### config.mk
export PLATFORM = sky130hd
export DESIGN_NAME = seq_signed_divider
export DESIGN_NICKNAME = d
export VERILOG_FILES = /design/src/rtl/seq_divider_pkg.sv /design/src/rtl/div_step.sv /design/src/rtl/seq_signed_divider.sv
export SDC_FILE = /design/constraint.sdc
export NUM_CORES = 1
export LEC_CHECK = 0
export CAP_MARGIN = 25
export CELL_PAD_IN_SITES_DETAIL_PLACEMENT = 2
export CELL_PAD_IN_SITES_GLOBAL_PLACEMENT = 2
export CORE_ASPECT_RATIO = 1.5
export CORE_MARGIN = 2
export CORE_UTILIZATION = 39
export CTS_CLUSTER_DIAMETER = 80
export CTS_CLUSTER_SIZE = 30
export DETAILED_ROUTE_END_ITERATION = 16
export PLACE_DENSITY_LB_ADDON = 0.1
export SLEW_MARGIN = 25
export SYNTH_ARGS = -nofsm -noshare
export SYNTH_HDL_FRONTEND = slang
export SYNTH_SLANG_ARGS = --single-unit
export TNS_END_PERCENT = 20
### constraint.sdc
create_clock -name clk -period 7.2 [get_ports clk]
set_clock_uncertainty 0.05 [all_clocks]
set_input_delay 1.08 -clock clk [delete_from_list [all_inputs] [get_ports clk]]
set_output_delay 1.08 -clock clk [all_outputs]
set_load 0.05 [all_outputs]
### src/rtl/seq_divider_pkg.sv
// seq_divider_pkg: shared state type and sizing helpers for the sequential signed divider
package seq_divider_pkg;
   typedef enum logic [1:0] {IDLE = 2'd0, DIV = 2'd1, FIX = 2'd2} state_t;
   localparam int DEFAULT_WIDTH = 8;
   function automatic int cnt_width(input int width);
      return $clog2(width + 1);
   endfunction
endpackage

### src/rtl/div_step.sv
// div_step: one combinational restoring-division iteration on unsigned magnitudes
module div_step #(
   parameter int WIDTH = 8
) (
   input  logic [WIDTH:0]   rem,
   input  logic [WIDTH-1:0] dq,
   input  logic [WIDTH-1:0] dmag,
   output logic [WIDTH:0]   rem_next,
   output logic [WIDTH-1:0] dq_next
);
   logic [WIDTH+1:0] trial;
   always_comb begin
      trial = {rem, dq[WIDTH-1]} - {2'b00, dmag};
      rem_next = trial[WIDTH+1] ? {rem[WIDTH-1:0], dq[WIDTH-1]} : trial[WIDTH:0];
      dq_next = {dq[WIDTH-2:0], ~trial[WIDTH+1]};
   end
endmodule

### src/rtl/seq_signed_divider.sv
// seq_signed_divider: multi-cycle signed divider, one quotient bit per clock plus a sign-fix cycle
module seq_signed_divider
   import seq_divider_pkg::*;
#(
   parameter int WIDTH = DEFAULT_WIDTH
) (
   input  logic             clk,
   input  logic             rst_n,
   input  logic             start,
   input  logic [WIDTH-1:0] dividend,
   input  logic [WIDTH-1:0] divisor,
   output logic             busy,
   output logic             done,
   output logic [WIDTH-1:0] quotient,
   output logic [WIDTH-1:0] remainder,
   output logic             div_by_zero,
   output logic             overflow
);
   localparam int CW = cnt_width(WIDTH);
   state_t state;
   logic [CW-1:0] cnt;
   logic [WIDTH:0] rem, rem_n;
   logic [WIDTH-1:0] dq, dq_n, dmag, a_q;
   logic sign_q, sign_r, zero, ovf;
   div_step #(.WIDTH(WIDTH)) u_step (.rem(rem), .dq(dq), .dmag(dmag), .rem_next(rem_n), .dq_next(dq_n));
   assign busy = state != IDLE;
   always_ff @(posedge clk) begin
      if (!rst_n) begin
         state <= IDLE;
         cnt <= '0;
         done <= 1'b0;
         quotient <= '0;
         remainder <= '0;
         div_by_zero <= 1'b0;
         overflow <= 1'b0;
      end else begin
         done <= 1'b0;
         case (state)
            IDLE: if (start) begin
               sign_q <= dividend[WIDTH-1] ^ divisor[WIDTH-1];
               sign_r <= dividend[WIDTH-1];
               dq <= dividend[WIDTH-1] ? -dividend : dividend;
               dmag <= divisor[WIDTH-1] ? -divisor : divisor;
               rem <= '0;
               a_q <= dividend;
               zero <= divisor == '0;
               ovf <= dividend == {1'b1, {(WIDTH-1){1'b0}}} && divisor == '1;
               // a zero divisor takes a single throw-away step so its latency is two clocks
               cnt <= divisor == '0 ? CW'(WIDTH - 1) : '0;
               state <= DIV;
            end
            DIV: begin
               rem <= rem_n;
               dq <= dq_n;
               cnt <= cnt + 1'b1;
               state <= cnt == CW'(WIDTH - 1) ? FIX : DIV;
            end
            FIX: begin
               done <= 1'b1;
               state <= IDLE;
               cnt <= '0;
               quotient <= zero ? '1 : sign_q ? -dq : dq;
               remainder <= zero ? a_q : sign_r ? -rem[WIDTH-1:0] : rem[WIDTH-1:0];
               div_by_zero <= zero;
               overflow <= ovf & ~zero;
            end
            default: state <= IDLE;
         endcase
      end
   end
endmodule
==> flow_summary.json, run 1 <==
{
  "status": "complete, no violations",
  "fill_cells": 933,
  "dpl.hpwl_mm": 7.61,
  "synth_nets": 400,
  "path_max_fanout": 4,
  "synth-seq-area-share_pct": 45.0,
  "drc": 0,
  "rows": 42,
  "cts_buffers": 9,
  "synth.avg_cell_area_um2": 9.72,
  "arrival_ps": 1970,
  "start_util_pct": 40.1,
  "path_clk_slew_ps": 50,
  "grt-ovfl-total": 0,
  "ys_seq_elements": 61,
  "slew_headroom_pct": 32.3,
  "drtIter0Drc": 103,
  "rsz0062_at_grt": "false",
  "grt_pass1_vias": 3123,
  "drt-vias-per-instance": 5.66,
  "grt_pass1_wl_mm": 16.7,
  "grt_max_degree": 34,
  "cp-end-kind": "primary output",
  "drv_slew": 0,
  "critPathLaunchType": "flip-flop",
  "areaGrowthSynthToFinish_pct": 21.3,
  "io_pins": 39,
  "cts_sinks": 61,
  "power_density_nw_per_um2": 227,
  "ys_types": 55,
  "fin_nets": 435,
  "num_vias": 2898,
  "timing.fmax_mhz": 322,
  "cts_tree": "yes",
  "drive_gt1_share_pct": 7.21,
  "final_common_cell": "clkdlybuf4s50_1",
  "post_dp_cell_area_um2": 3980,
  "vdd_drop_max_v": 0.000175,
  "dieArea_um2": 9810,
  "yosysWarnings": 0,
  "fin_setup_tns_ps": 0,
  "die_x_um": 81.6,
  "layout_min_cycle_time_ps": 3100,
  "io_buffers": 38,
  "h-tree-depth": 3,
  "setup_violations": 0,
  "clockBufferDepth": 2,
  "placed_cells": 496,
  "antenna_found_initial": 0,
  "instances_no_fill": 512,
  "post-cts-setup-buffer-count": 0,
  "critical_path.max_stage_delay_ps": 800,
  "cts_root_buf": "clkbuf_16",
  "fp.dieH_um": 120,
  "firstDrtPassIters": 4,
  "post-route-period-util_pct": 43.1,
  "place_congestion": 0.780,
  "hold_viol": 0,
  "grt_util_all_layers_pct": 22.9,
  "timing.critical_path.cells": "inv_1 > ha_1 > inv_1 > clkdlybuf4s50_1",
  "hold_slack_ps": 426,
  "hold_path_class": "flip-flop to flip-flop",
  "clk_latency_ps": 320,
  "cpMaxStageDelayCell": "clkdlybuf4s50_1",
  "wire_per_inst_um": 20.1,
  "maxCapViolCount": 0,
  "antenna_cells": 0,
  "coreArea_um2": 8780,
  "final_area_um2": 4270,
  "crit_type": "flip-flop to primary output",
  "worstPathRequired_ps": 6070,
  "syn_area_um2": 3520,
  "cellLeakagePower_nw": 1.54,
  "holdBufCountCts": 0,
  "layout_common_cells": "38 x clkdlybuf4s50_1, 36 x edfxtp_1, 32 x nand2_1",
  "crit_top_cell": "inv_1",
  "tightestPinTransition_ps": 1020,
  "postRouteAntennaNets": 0,
  "postCtsResizedCells": 0,
  "synthCells": 362,
  "wl_mm": 10.3
}
logic make-up (layout without fill, tap and decap cells):
| family | count (synthesis) | count (layout) | synth area share, % |
|---|---|---|---|
| compound gates | 97 | 97 | 18.5 |
| xor+xnor | 25 | 25 | 6.22 |
| fa+ha+maj | 19 | 19 | 6.97 |
| buf+inv | 41 | 81 | 4.69 |
| flops | 61 | 61 | 45.0 |
| mux | 8 | 8 | 2.28 |
| simple gates | 111 | 111 | 16.4 |
worst paths after layout:
kind | start | endpoint | slack [ps] | cells past startpoint
max reg2reg | rem[5] | rem[5] | 4560 | 6
min | overflow | overflow | 430 | 2
max | state[0] | busy | 4100 | 4
min reg2reg | overflow | overflow | 430 | 2
Yosys cell counts (all sizes together):
library cell / instances / share of area, %
dfxtp: 25 / 14
o221ai: 1 / 0.43
fa: 1 / 0.57
nor3b: 1 / 0.21
buf: 3 / 0.64
o22ai: 5 / 0.89
nor3: 8 / 1.1
o41ai: 2 / 0.50
clkbuf: 13 / 1.4
nand2: 32 / 3.4
nor2b: 5 / 1.1
inv: 24 / 2.6
o21ai: 34 / 5.0
a41o: 1 / 0.28
edfxtp: 36 / 31
nand4: 5 / 0.89
a41oi: 1 / 0.25
o311ai: 1 / 0.25
nor4b: 1 / 0.25
a21oi: 20 / 3.4
a21o: 1 / 0.21
nor2: 21 / 2.4
o221a: 1 / 0.32
o2111ai: 2 / 0.50
nand2b: 12 / 2.1
o31ai: 9 / 2.1
mux2i: 8 / 2.3
nand3b: 4 / 0.85
xor2: 8 / 2.0
a31oi: 5 / 0.89
o211ai: 4 / 0.85
xnor2: 17 / 4.2
clkinv: 1 / 0.11
and3: 3 / 0.57
a311oi: 2 / 0.50
nand3: 7 / 1.0
a211oi: 3 / 1.0
ha: 18 / 6.4
or4b: 3 / 0.85
o21a: 4 / 0.85
or3: 7 / 1.2
o211a: 1 / 0.28
nor4: 2 / 0.36
per-layer routing:
metal  share of wire, %  vias up  GRT usage [%]
met5                  0        -              0
met4                1.9        0           7.94
met3                2.5       12           3.96
met2                 55       47           42.1
met1                 40     1453           25.7
li1                   -     1386              -
final cells by class:
class                   count  area, µm²  share of cell area, %
clock buffers              11        264                   6.18
repair buffers             40        395                   9.26
well taps                 110        138                   3.22
multi-input cells         260       1770                   41.6
inverters                  25       93.8                   2.20
flip-flops and latches     61       1580                   37.0
clock inverters             5       22.5                  0.528
through the flow:
stage | power (W) | setup WS [ps] | utilization (%)
after global placement | 0.000558 | 3870 | 45.4
after detailed placement | 0.000567 | 3820 | 45.4
after global routing | 0.00101 | 3990 | 48.6
after floorplan | 0.000514 | 4230 | -
final | 0.000971 | 4100 | 48.6
after CTS | 0.000978 | 4070 | 48.6
state kept, by name, indices dropped and copies added, names as in the netlist:
name / cells
rem: 9
a_q: 8
dmag: 8
dq: 8
quotient: 8
remainder: 8
cnt: 4
state: 2
div_by_zero: 1
done: 1
overflow: 1
ovf: 1
sign_q: 1
zero: 1
worst max-delay path: cells and delay by family (launching register included):
kind / cells / cell delay [ps]
adders and majority gates: 1 / 250
DFF: 1 / 390
buffers and inverters: 3 / 1000
where the power goes:
part           internal (W)  switching [W]
logic             0.0000600      0.0000938
clock network      0.000258       0.000150
registers          0.000391      0.0000179
total              0.000709       0.000262
No activity file was read; power rests on OpenSTA's default activity.
==> run 2, diff against run 1 <==
CORE_UTILIZATION = 32   (was 39)
clock period = 2.6 ns   (was 7.2 ns; I/O delays follow)
==> run 2 against run 1 <==
Cell count increased by 8.2%. Sequential share of layout area is 1.1 points lower. Combinational power grew to 2.8 times the previous value. Count of clock-buffer cells in the layout rose by 2. Via count fell by 0.28%. Non-clock buffer count grew 8. Worst setup slack worse by 3900 ps. Register-to-register slack got worse by 4400 ps. Hold slack better by 4.0 ps. Critical endpoint is now rem[4]. Largest power group is now clock.
==> flow_summary.json, run 2 (synthesis results as in run 1) <==
{
  "arrival_ps": 2430,
  "rrSetupSlack_ps": 180,
  "final_area_um2": 4400,
  "grt_util_all_layers_pct": 17.8,
  "post-cts-setup-buffer-count": 0,
  "critical_path.max_stage_delay_ps": 500,
  "critPathLaunchType": "flip-flop",
  "coreArea_um2": 10600,
  "firstDrtPassIters": 4,
  "die_x_um": 89.6,
  "tightestPinTransition_ps": 524,
  "vdd_drop_max_v": 0.000372,
  "post-route-period-util_pct": 93.3,
  "grt_max_degree": 30,
  "power_w": 0.00281,
  "grt_pass1_vias": 3124,
  "num_vias": 2890,
  "min_path_cells": 2,
  "r2r_cells": 7,
  "placed_cells": 538,
  "fp.dieH_um": 132,
  "cp_top_family": "simple AND/OR/NAND/NOR gates",
  "fin_util_pct": 41.3,
  "r2r_end": "rem[4]",
  "place_congestion": 0.800,
  "power_density_nw_per_um2": 639,
  "hp-start": "overflow",
  "hold_viol": 0,
  "start_util_pct": 33.0,
  "io_pins": 39,
  "areaGrowthSynthToFinish_pct": 25.1,
  "slew_headroom_pct": 64.6,
  "path_max_fanout": 8,
  "worstHoldEndpoint": "overflow",
  "cp-end-kind": "flip-flop",
  "timing.critical_path.cells": "ha_1 > nand4_1 > a211oi_4 > nor3_1 > buf_4 > nor2_2 > o21ai_0",
  "setup_violations": 0,
  "fill_cells": 1150,
  "antenna_found_initial": 0,
  "final_common_cell": "clkdlybuf4s50_1",
  "cpMaxStageDelayCell": "ha_1",
  "layout_min_cycle_time_ps": 2420,
  "drtIter0Drc": 87,
  "crit_type": "flip-flop to flip-flop",
  "path_buf_inv": 1,
  "cts_buffers": 9,
  "largest_reg_flops": 9,
  "cts_tree": "yes",
  "worstPathRequired_ps": 2610,
  "clockBufferDepth": 2,
  "dpl.hpwl_mm": 7.65,
  "cts_root_buf": "clkbuf_16",
  "cellLeakagePower_nw": 1.60,
  "regMostFlops": "rem",
  "grt-ovfl-total": 0,
  "wire_per_inst_um": 18.0,
  "layout_common_cells": "38 x clkdlybuf4s50_1, 36 x edfxtp_1, 32 x nand2_1",
  "r2r-start": "rem[5]",
  "grt_pass1_wl_mm": 16.2,
  "post_dp_cell_area_um2": 4080,
  "rows": 46,
  "drc": 0,
  "postRouteAntennaNets": 0,
  "hold_path_class": "flip-flop to flip-flop",
  "maxCapViolCount": 0,
  "path_clk_slew_ps": 50,
  "rsz0062_at_grt": "false",
  "h-tree-depth": 3,
  "timing.fmax_mhz": 412,
  "status": "complete, no violations",
  "drv_slew": 0,
  "fin_nets": 443,
  "instances_no_fill": 554,
  "io_buffers": 38,
  "clk_latency_ps": 330,
  "wl_mm": 9.95,
  "fin_setup_tns_ps": 0,
  "dieArea_um2": 11900,
  "drt-vias-per-instance": 5.22,
  "drive_gt1_share_pct": 9.51,
  "cts_sinks": 61,
  "antenna_cells": 0
}
[run 2: repair_timing]
item | 4_1_cts | 5_1_grt
gates resized for setup | 0 | 1
endpoints found under the setup margin | 0 | 1
hold buffers | 0 | 0
[run 2: routing by layer]
| metal | GRT usage, % | part of all wire, % |
|---|---|---|
| met1 | 20.9 | 41 |
| met5 | 0 | 0 |
| met4 | 3.98 | 0.93 |
| met2 | 32.6 | 55 |
| met3 | 3.18 | 3.3 |
[run 2: area by class of cell]
type                       instances  area [µm²]  area share (%)
timing repair buffer              48         455            10.3
tap                              144         180            4.09
sequential                        61        1580            35.9
clock buffer                      13         272            6.17
multi-input combinational        260        1780            40.4
clock inverter                     3        41.3           0.938
inverter                          25        93.8            2.13
[run 2: worst min-delay path: stages, from the launching register on]
cell and delay [ps]:
dfxtp_1 310, nand2b_1 60, a21oi_1 60
[run 2: metrics by stage]
step | hold WS, ps | setup WS (ps)
finish | 430 | 175
global route | 455 | 20.5
CTS | 435 | 164
detailed placement | 424 | 192
global placement | 412 | 255
floorplan | 407 | 290
[run 2: worst max path at each step]
| stage | cells past startpoint | end | slack [ps] | start |
|---|---|---|---|---|
| 2_1_floorplan | 6 | dq[0] | 290 | state[1] |
| 3_3_place_gp | 6 | rem[5] | 250 | rem[5] |
| 3_5_place_dp | 7 | rem[4] | 190 | rem[5] |
| 4_1_cts | 4 | busy | 160 | state[0] |
| 5_1_grt | 7 | rem[4] | 20 | rem[5] |
| 6_report | 7 | rem[4] | 180 | rem[5] |
[run 2: report_power, final]
part           switching [W]  leakage (nW)  internal (W)
combinational       0.000257         0.906      0.000174
clock               0.000430         0.155      0.000826
sequential         0.0000438         0.543       0.00108
==> run 3, diff against run 2 <==
ABC_AREA = 1   (was unset)
CORE_UTILIZATION = 30   (was 32)
SYNTH_HIERARCHICAL = 1   (was unset)
==> run 3 against run 2 <==
Sequential share of layout area down 1.9 points. Hold slack improved by 4.2 ps. Clock power down 8%. Critical path type is now flip-flop to primary output. Combinational power grew 18%. Synthesized area grew 9.5%. Fmax grew 0.64%. Critical endpoint is now busy. Flip-flop and latch count stayed put. Cell count rose by 28%. Routed wire length rose by 17%. Register-to-register slack gained 130 ps.
==> flow_summary.json, run 3 <==
{
  "synthCells": 508,
  "post_dp_cell_area_um2": 4360,
  "cp-end-kind": "primary output",
  "coreArea_um2": 12500,
  "grt_pass1_vias": 3854,
  "crit_top_cell": "inv_1",
  "drv_slew": 0,
  "hold_viol": 0,
  "die_x_um": 96.5,
  "slew_headroom_pct": 63.9,
  "setup_violations": 0,
  "num_vias": 3473,
  "drtIter0Drc": 82,
  "grt_util_all_layers_pct": 18.3,
  "critPathLaunchType": "flip-flop",
  "synth_top_area_share_pct": 28.1,
  "power_density_nw_per_um2": 603,
  "io_buffers": 38,
  "ys_dominant_reg_cell": "edfxtp_1",
  "post-route-period-util_pct": 92.7,
  "dieArea_um2": 13800,
  "wire_per_inst_um": 16.4,
  "critical_path.max_stage_delay_ps": 830,
  "synth.avg_cell_area_um2": 7.58,
  "swShare_pct": 28.6,
  "status": "complete, no violations",
  "hold_path_class": "flip-flop to flip-flop",
  "firstDrtPassIters": 4,
  "fin_setup_tns_ps": 0,
  "drc": 0,
  "tightestPinTransition_ps": 539,
  "maxCapViolCount": 0,
  "cellLeakagePower_nw": 2.20,
  "fp.dieH_um": 143,
  "timing.critical_path.cells": "inv_1 > ha_1 > inv_1 > clkdlybuf4s50_1",
  "synth-seq-area-share_pct": 41.1,
  "layout_min_cycle_time_ps": 2410,
  "grt-ovfl-total": 0,
  "holdBufCountCts": 0,
  "layout_common_cells": "130 x nand2_1, 96 x inv_1, 52 x nand3_1",
  "fill_cells": 1475,
  "place_ws_ps": 326,
  "grt_pass1_wl_mm": 18.9,
  "p_sw_w": 0.000801,
  "clkPwrFrac_pct": 41.3,
  "worstPathRequired_ps": 2160,
  "synthTopCellsByArea": "edfxtp_1 28%, dfxtp_1 13%, nand2_1 13%",
  "path_buf_inv": 3,
  "synth_nets": 546,
  "postRouteAntennaNets": 0,
  "regMostFlops": "rem",
  "arrival_ps": 1970,
  "wl_mm": 11.6,
  "timing.fmax_mhz": 415,
  "place_congestion": 0.760,
  "largest_reg_flops": 9,
  "fin_nets": 585,
  "clk_latency_ps": 330,
  "ys_seq_elements": 61,
  "clockBufferDepth": 2,
  "yosysTopAreaCell": "edfxtp_1",
  "p_comb_share_pct": 18.2,
  "synth-edff-count": 36,
  "ys_types": 35,
  "crit_type": "flip-flop to primary output",
  "rows": 50,
  "syn_area_um2": 3850,
  "grt_max_degree": 20,
  "path_clk_slew_ps": 50,
  "register_area_um2": 1580,
  "antenna_cells": 0,
  "vdd_drop_max_v": 0.000325,
  "multiInputGateArea_um2": 1790,
  "drive_gt1_share_pct": 7.43,
  "seq_power_share_pct": 40.5,
  "fin_ws_ps": 191,
  "areaGrowthSynthToFinish_pct": 20.7,
  "final_common_cell": "nand2_1",
  "internal_power_w": 0.00200,
  "rsz0062_at_grt": "false",
  "cpMaxStageDelayCell": "clkdlybuf4s50_1",
  "final_area_um2": 4650,
  "synthArstFlopShare_pct": 0,
  "io_pins": 39,
  "yosysWarnings": 6,
  "cts_sinks": 61,
  "cts_root_buf": "clkbuf_16",
  "synth_common_cells": "130 x nand2_1, 96 x inv_1, 52 x nand3_1, 36 x edfxtp_1, 29 x nor2_1",
  "antenna_found_initial": 0,
  "cp_top_family": "buffers and inverters",
  "post-cts-setup-buffer-count": 0,
  "drt-vias-per-instance": 4.91,
  "start_util_pct": 30.8,
  "path_max_fanout": 4,
  "cts_buffers": 9,
  "postCtsResizedCells": 0,
  "dpl.hpwl_mm": 9.45,
  "cts_tree": "yes",
  "yosysMostFrequentCell": "nand2_1",
  "h-tree-depth": 3
}
[run 3: cell type report]
| class | count | share of cell area (%) |
|---|---|---|
| multi-input cells | 333 | 38.4 |
| clock inverters | 6 | 1.16 |
| flip-flops and latches | 61 | 34.0 |
| clock buffers | 10 | 4.93 |
| repair buffers | 45 | 9.32 |
| inverters | 97 | 7.94 |
| well taps | 156 | 4.20 |
[run 3: worst paths after layout]
| check | from | end | slack [ps] | cells past startpoint |
|---|---|---|---|---|
| worst min-delay path | overflow | overflow | 430 | 2 |
| worst min register to register | overflow | overflow | 430 | 2 |
| worst max register to register | rem[3] | rem[3] | 310 | 11 |
| worst max-delay path | state[0] | busy | 190 | 4 |
[run 3: logic make-up (layout without fill, tap and decap cells)]
group / count (synthesis) / after routing / synth area share, %
and+or+nand+nor: 241 / 241 / 28.3
AOI/OAI and AO/OA: 63 / 63 / 9.42
xor gates and xnor gates: 10 / 10 / 2.27
buffers and inverters: 114 / 158 / 12.6
adders and majority gates: 19 / 19 / 6.37
DFF: 61 / 61 / 41.1
[run 3: power by group through the flow]
stage          clock network, W  logic, W  registers, W
2_1_floorplan                 0  0.000373       0.00113
3_3_place_gp                  0  0.000500       0.00115
3_5_place_dp                  0  0.000518       0.00116
4_1_cts                 0.00119  0.000523       0.00114
5_1_grt                 0.00123  0.000588       0.00114
6_report                0.00116  0.000510       0.00114
[run 3: per-stage QoR]
| stage | util [%] | hold slack [ps] | std cells | total power, W |
|---|---|---|---|---|
| finish | 37.1 | 434 | 708 | 0.00280 |
| global route | 37.1 | 447 | 708 | 0.00296 |
| CTS | 37.1 | 434 | 708 | 0.00285 |
| detailed placement | 34.9 | 424 | 692 | 0.00167 |
| global placement | 34.9 | 412 | 692 | 0.00165 |
| floorplan | - | 425 | 508 | 0.00151 |
[run 3: layer usage]
metal  global-route usage (%)  share of wire (%)
met5                        0                  0
met4                     7.04                2.4
met3                     2.22                1.4
met2                     37.2                 59
met1                     17.9                 37
[run 3: worst reg2reg max path, stage by stage, from the launching register on]
cell	delay, ps
edfxtp_1	490
ha_1	400
nand2_1	150
inv_1	80
nand2_1	70
nand2_1	50
nand2_1	140
nand4_2	260
nand3_1	190
nand2_1	60
nand2_1	70
inv_1	40
